<file path="src/rtl/param_serial_subtractor_if.sv">
// Start/done handshake bundle for the bit-serial subtractor.
// The controller drives the operands and start; the subtractor returns the status and the result.
interface param_serial_subtractor_if #(
  parameter int WIDTH = 4
);
  logic             start;
  logic [WIDTH-1:0] a;
  logic [WIDTH-1:0] b;
  logic             busy;
  logic             done;
  logic [WIDTH-1:0] diff;
  logic             borrow;

  modport master (output start, a, b, input busy, done, diff, borrow);
  modport slave  (input start, a, b, output busy, done, diff, borrow);
endinterface

</file>
<file path="src/rtl/param_serial_subtractor.sv">
// Bit-serial unsigned subtractor: one full-subtractor cell, LSB first, one bit per clock.
// The result register and the borrow output only update when the last bit has been processed.
module param_serial_subtractor #(
  parameter int WIDTH = 4
) (
  input  logic                     clk,
  input  logic                     rst_n,
  param_serial_subtractor_if.slave sub_if
);
  localparam int CW = $clog2(WIDTH) + 1;

  typedef enum logic [1:0] {IDLE, RUN, DONE} state_t;

  state_t           state_q;
  logic [WIDTH-1:0] opA_q;
  logic [WIDTH-1:0] opB_q;
  logic [WIDTH-1:0] result_q;
  logic [WIDTH-1:0] diff_q;
  logic [CW-1:0]    bitCnt_q;
  logic             borrowIn_q;
  logic             busy_q;
  logic             done_q;
  logic             borrow_q;

  logic             diffBit_d;
  logic             borrowBit_d;
  logic             lastBit_d;
  logic [WIDTH-1:0] result_d;

  always_comb begin
    diffBit_d   = opA_q[0] ^ opB_q[0] ^ borrowIn_q;
    borrowBit_d = (~opA_q[0] & opB_q[0]) | (~(opA_q[0] ^ opB_q[0]) & borrowIn_q);
    // New bits enter at the MSB so that after WIDTH shifts bit 0 sits at the LSB.
    result_d            = result_q >> 1;
    result_d[WIDTH-1]   = diffBit_d;
    lastBit_d           = (bitCnt_q == CW'(WIDTH - 1));
  end

  always_ff @(posedge clk or negedge rst_n) begin
    if (!rst_n) begin
      state_q    <= IDLE;
      opA_q      <= '0;
      opB_q      <= '0;
      result_q   <= '0;
      diff_q     <= '0;
      bitCnt_q   <= '0;
      borrowIn_q <= 1'b0;
      busy_q     <= 1'b0;
      done_q     <= 1'b0;
      borrow_q   <= 1'b0;
    end else begin
      done_q <= 1'b0;
      case (state_q)
        RUN: begin
          result_q   <= result_d;
          opA_q      <= opA_q >> 1;
          opB_q      <= opB_q >> 1;
          borrowIn_q <= borrowBit_d;
          bitCnt_q   <= bitCnt_q + CW'(1);
          if (lastBit_d) begin
            state_q  <= DONE;
            busy_q   <= 1'b0;
            done_q   <= 1'b1;
            diff_q   <= result_d;
            borrow_q <= borrowBit_d;
          end
        end
        default: begin
          // IDLE and DONE both accept, which gives back-to-back operation without a bubble.
          if (sub_if.start) begin
            state_q    <= RUN;
            opA_q      <= sub_if.a;
            opB_q      <= sub_if.b;
            result_q   <= '0;
            bitCnt_q   <= '0;
            borrowIn_q <= 1'b0;
            busy_q     <= 1'b1;
          end else begin
            state_q <= IDLE;
          end
        end
      endcase
    end
  end

  assign sub_if.busy   = busy_q;
  assign sub_if.done   = done_q;
  assign sub_if.diff   = diff_q;
  assign sub_if.borrow = borrow_q;
endmodule

</file>
<file path="src/flat_wrapper.sv">
// flat-port wrapper written by rule: the top's interface ports become plain ports
module param_serial_subtractor_flat 
#(
  parameter int WIDTH = 4
)
  (clk, rst_n, sub_if_start, sub_if_a, sub_if_b, sub_if_busy, sub_if_done, sub_if_diff, sub_if_borrow);
  param_serial_subtractor_if #(.WIDTH(WIDTH)) sub_if_i ();
  input  logic clk;
  input  logic rst_n;
  input wire logic [$bits(sub_if_i.start)-1:0] sub_if_start;
  input wire logic [$bits(sub_if_i.a)-1:0] sub_if_a;
  input wire logic [$bits(sub_if_i.b)-1:0] sub_if_b;
  output wire logic [$bits(sub_if_i.busy)-1:0] sub_if_busy;
  output wire logic [$bits(sub_if_i.done)-1:0] sub_if_done;
  output wire logic [$bits(sub_if_i.diff)-1:0] sub_if_diff;
  output wire logic [$bits(sub_if_i.borrow)-1:0] sub_if_borrow;
  assign sub_if_i.start = sub_if_start;
  assign sub_if_i.a = sub_if_a;
  assign sub_if_i.b = sub_if_b;
  assign sub_if_busy = sub_if_i.busy;
  assign sub_if_done = sub_if_i.done;
  assign sub_if_diff = sub_if_i.diff;
  assign sub_if_borrow = sub_if_i.borrow;
  param_serial_subtractor #(.WIDTH(WIDTH)) u_core (.clk(clk), .rst_n(rst_n), .sub_if(sub_if_i));
endmodule
</file>
<file path="config.mk">
export PLATFORM = sky130hd
export DESIGN_NAME = param_serial_subtractor_flat
export DESIGN_NICKNAME = d
export VERILOG_FILES = /design/src/rtl/param_serial_subtractor_if.sv /design/src/rtl/param_serial_subtractor.sv /design/src/flat_wrapper.sv
export SDC_FILE = /design/constraint.sdc
export NUM_CORES = 1
export LEC_CHECK = 0
export CAP_MARGIN = 10
export CORE_MARGIN = 5
export CORE_UTILIZATION = 36
export CTS_BUF_LIST = sky130_fd_sc_hd__clkbuf_16
export DETAILED_ROUTE_END_ITERATION = 7
export PLACE_DENSITY = 0.66
export SLEW_MARGIN = 20
export SYNTH_ARGS = -nofsm -noshare
export SYNTH_HDL_FRONTEND = slang
export SYNTH_SLANG_ARGS = --single-unit
export TNS_END_PERCENT = 1
</file>
<file path="constraint.sdc">
create_clock -name clk -period 1.3 [get_ports clk]
set_input_delay 0.26 -clock clk [delete_from_list [all_inputs] [get_ports clk]]
set_output_delay 0.26 -clock clk [all_outputs]
set_load 0.03 [all_outputs]
</file>
==> impl_metrics.py <==
metrics = {
    "placement": {
        "placement.setup.worst_slack_ns": -0.118,
        "dpl.cell_count": 139,
        "placer_congestion": 0.735,
        "place_hpwl_mm": 1.30,
        "placement.io_buffers": 17,
    },
    "clock_tree": {
        "cts.hold.buffers_added": 0,
        "clock_latency_late_sink_ns": 0.25,
        "clock-root-buffer": "clkbuf_16",
        "clkSlewWorstSetupHoldPaths_ns": 0.06,
        "cts.path.max_buffers": 2,
        "clock-sinks": 24,
        "num_cts_buffers": 3,
        "tritoncts": "built",
        "h-tree-depth": 1,
    },
    "route": {
        "drt_pre_antenna_iters": 4,
        "drtAntennaViolNets": 0,
        "detail_route.iter0.violations": 11,
        "drcViolationCount": 0,
        "avgViaCountPerCell": 4.87,
        "drt-total-wl_mm": 1.77,
        "avgRoutedWirePerCell_um": 12.4,
        "via_count": 697,
    },
    "setup_path": {
        "path_class": "reg -> reg",
        "arrival_ns": 1.49,
        "worst_setup_path_startpoint": "u_core.bitCnt_q[1]$_DFFE_PN0P_",
        "cp-end-kind": "flip-flop",
        "worst_path_most_repeated_cell": "ha_2",
        "timing.critical_path.slowest_stage_cell": "dfrtp_1",
        "worst-endpoint-required_ns": 1.43,
        "worst-r2r-setup-slack_ns": -0.05,
        "reg2regPathDepth": 5,
        "regToRegEndpoint": "u_core.sub_if.diff[2]$_DFFE_PN0P_",
        "critical_path.startpoint_type": "flip-flop",
        "timing.critical_path.slowest_cell_delay_ns": 0.38,
        "r2r-start": "u_core.bitCnt_q[1]$_DFFE_PN0P_",
        "cp_cell_sequence": "ha_2 > ha_2 > nand3b_1 > buf_6 > mux2_4",
        "crit_fanout": 5,
    },
    "timing": {
        "grt_setup_unrepaired": "true",
        "final.setup_skew_ns": 0.00386,
        "period_needed_ns": 1.35,
        "slew_at_the_pin_with_the_worst_max_slew_slack_ns": 0.301,
        "finalSetupTns_ns": -0.200,
        "hold_fails_final_rpt": 0,
        "timing.final.crit_share_pct": 104,
        "min_hold_slack_ns": 0.363,
        "report.final.slew_viol_count": 0,
        "report.final.setup_viol": 4,
        "timing.fmax_mhz": 739,
        "worst_slack_ns": -0.0535,
        "max_slew_margin_pct": 79.9,
    },
    "finish": {
        "fillers": 241,
        "insertedDiodeCount": 0,
        "finish.net_count": 128,
        "layout-drive-gt1-share_pct": 18.8,
        "fin_cells": 143,
        "flow.area_growth_from_synthesis_pct": 33.6,
    },
    "floorplan": {
        "std_cell_rows": 19,
        "floorplan.die_area_sq_um": 4000,
        "overall_die_height_um": 63.3,
        "io_pins": 18,
        "initial_core_utilization_pct": 37.3,
        "core_area_sq_um": 2730,
        "die-width_um": 63.3,
    },
    "power": {
        "peak_supply_drop_uv": 1950,
        "p_leak_uw": 0.000680,
        "power.density_nw_per_um2": 2290,
    },
    "min_path": {
        "hold_path_class": "in -> async",
    },
    "synthesis": {
        "synth_warnings": 0,
        "synthDistinctLibCells": 17,
        "synthesis.area_sq_um": 1020,
        "synth_area_per_cell_sq_um": 11.6,
        "synth-seq-area-share_pct": 58.8,
        "number_of_cells_produced_by_synthesis": 88,
        "synth-seq-cells": 24,
        "post_synth_net_total": 102,
    },
    "job": {
        "maxCapViolCount": 0,
    },
    "grt": {
        "grt_max_degree": 25,
        "grt_pass1_vias": 666,
        "grt_util_all_layers_pct": 9.56,
        "initial_antenna_violation_count": 0,
        "grt-ovfl-total": 0,
        "grt_first_pass_wirelength_mm": 3.06,
    },
    "outcome": {
        "status": "complete, but fails checks",
        "violations": "negative setup slack",
    },
}
-- cell usage after synthesis --
library cell,n,area (sq um)
buf_6,1,11.3
inv_1,5,18.8
or3_1,2,12.5
buf_4,2,15.0
nand3b_1,5,37.5
buf_2,1,5.00
nand2_1,15,56.3
dfrtp_1,24,601
nor2_1,5,18.8
and2b_1,1,7.51
mux2_2,5,56.3
mux2i_1,8,80.1
a21oi_1,1,5.00
ha_1,2,25.0
fa_1,1,20.0
o21ai_0,9,45.0
nand2b_1,1,6.26
-- logic make-up (layout without fill, tap and decap cells) --
logic type,after synthesis,in the layout,synth area share (%)
buffers and inverters,9,33,4.90
AO/OA/AOI/OAI,10,10,4.90
AND/OR/NAND/NOR,29,29,13.6
multiplexers,13,13,13.4
adder cells (fa/ha/maj),3,3,4.41
flip-flops,24,24,58.8
-- per-stage QoR --
stage	instance area (sq um)	total power, uW	util, %
final	1360	3130	49.9
after global routing	1360	3390	49.9
after CTS	1350	3140	49.3
after detailed placement	1280	2530	46.8
after global placement	1280	2480	46.8
after floorplan	1040	2070	-
-- state kept, by name, indices dropped and copies added (netlist names), 2 cells and up --
| register | count |
|---|---|
| u_core.opA_q | 4 |
| u_core.opB_q | 4 |
| u_core.sub_if.diff | 4 |
| u_core.bitCnt_q | 3 |
| u_core.result_q | 3 |
| u_core.state_q | 2 |
-- placed cells by master (no fill, tap or decap), drive strengths merged --
cell	netlist	layout
dfrtp	24	24
a21oi	1	1
o21ai	9	9
mux2	5	5
clkdlybuf4s15	0	1
buf	4	10
ha	2	2
nand2b	1	1
nor2	5	5
inv	5	5
nand2	15	15
dlygate4sd2	0	4
and2b	1	1
clkbuf	0	3
fa	1	1
nand3b	5	5
or3	2	2
mux2i	8	8
clkdlybuf4s50	0	10
-- worst max-delay path, delay by kind of cell, from the launching register on --
kind / cells / cell delay [ns]
buffers and inverters: 1 / 0.13
flip-flops: 1 / 0.38
adder cells (fa/ha/maj): 2 / 0.33
AND/OR/NAND/NOR: 1 / 0.09
multiplexers: 1 / 0.30
-- how the worst max path moves through the flow --
stage	slack [ns]	cells after the start	end
2_1_floorplan	-0.09	4	u_core.sub_if.diff[0]$_DFFE_PN0P_
3_3_place_gp	-0.1	4	u_core.borrowIn_q$_DFFE_PN0P_
3_5_place_dp	-0.12	4	u_core.borrowIn_q$_DFFE_PN0P_
4_1_cts	-0.11	4	u_core.sub_if.diff[2]$_DFFE_PN0P_
5_1_grt	-0.10	5	u_core.sub_if.diff[2]$_DFFE_PN0P_
6_report	-0.05	5	u_core.sub_if.diff[2]$_DFFE_PN0P_
-- final cells by class --
| cell class | instances | area, sq um | share of cell area, % |
|---|---|---|---|
| clock buffer | 3 | 75.1 | 5.50 |
| tap | 31 | 38.8 | 2.84 |
| timing repair buffer | 25 | 240 | 17.6 |
| inverter | 5 | 18.8 | 1.38 |
| multi-input combinational | 55 | 390 | 28.6 |
| sequential | 24 | 601 | 44.0 |
-- where the power goes --
| group | internal (uW) | leakage, uW | switching [uW] |
|---|---|---|---|
| logic | 595 | 0.000337 | 681 |
| registers | 1060 | 0.000306 | 161 |
| clock network | 406 | 0.0000370 | 229 |
-- layer usage --
layer,vias to the layer above,global-route usage (%),routed length [um]
li1,339,-,-
met1,329,13.0,815
met2,23,13.8,808
met3,6,4.44,123
met4,0,2.34,27
met5,-,0,0
-- timing repair --
action                                  CTS  global route
endpoints found under the setup margin   13            10
buffers inserted                          0             1
gates resized for setup                   6             4
pin swaps                                 0             0
No activity file was read; power rests on OpenSTA's default activity.
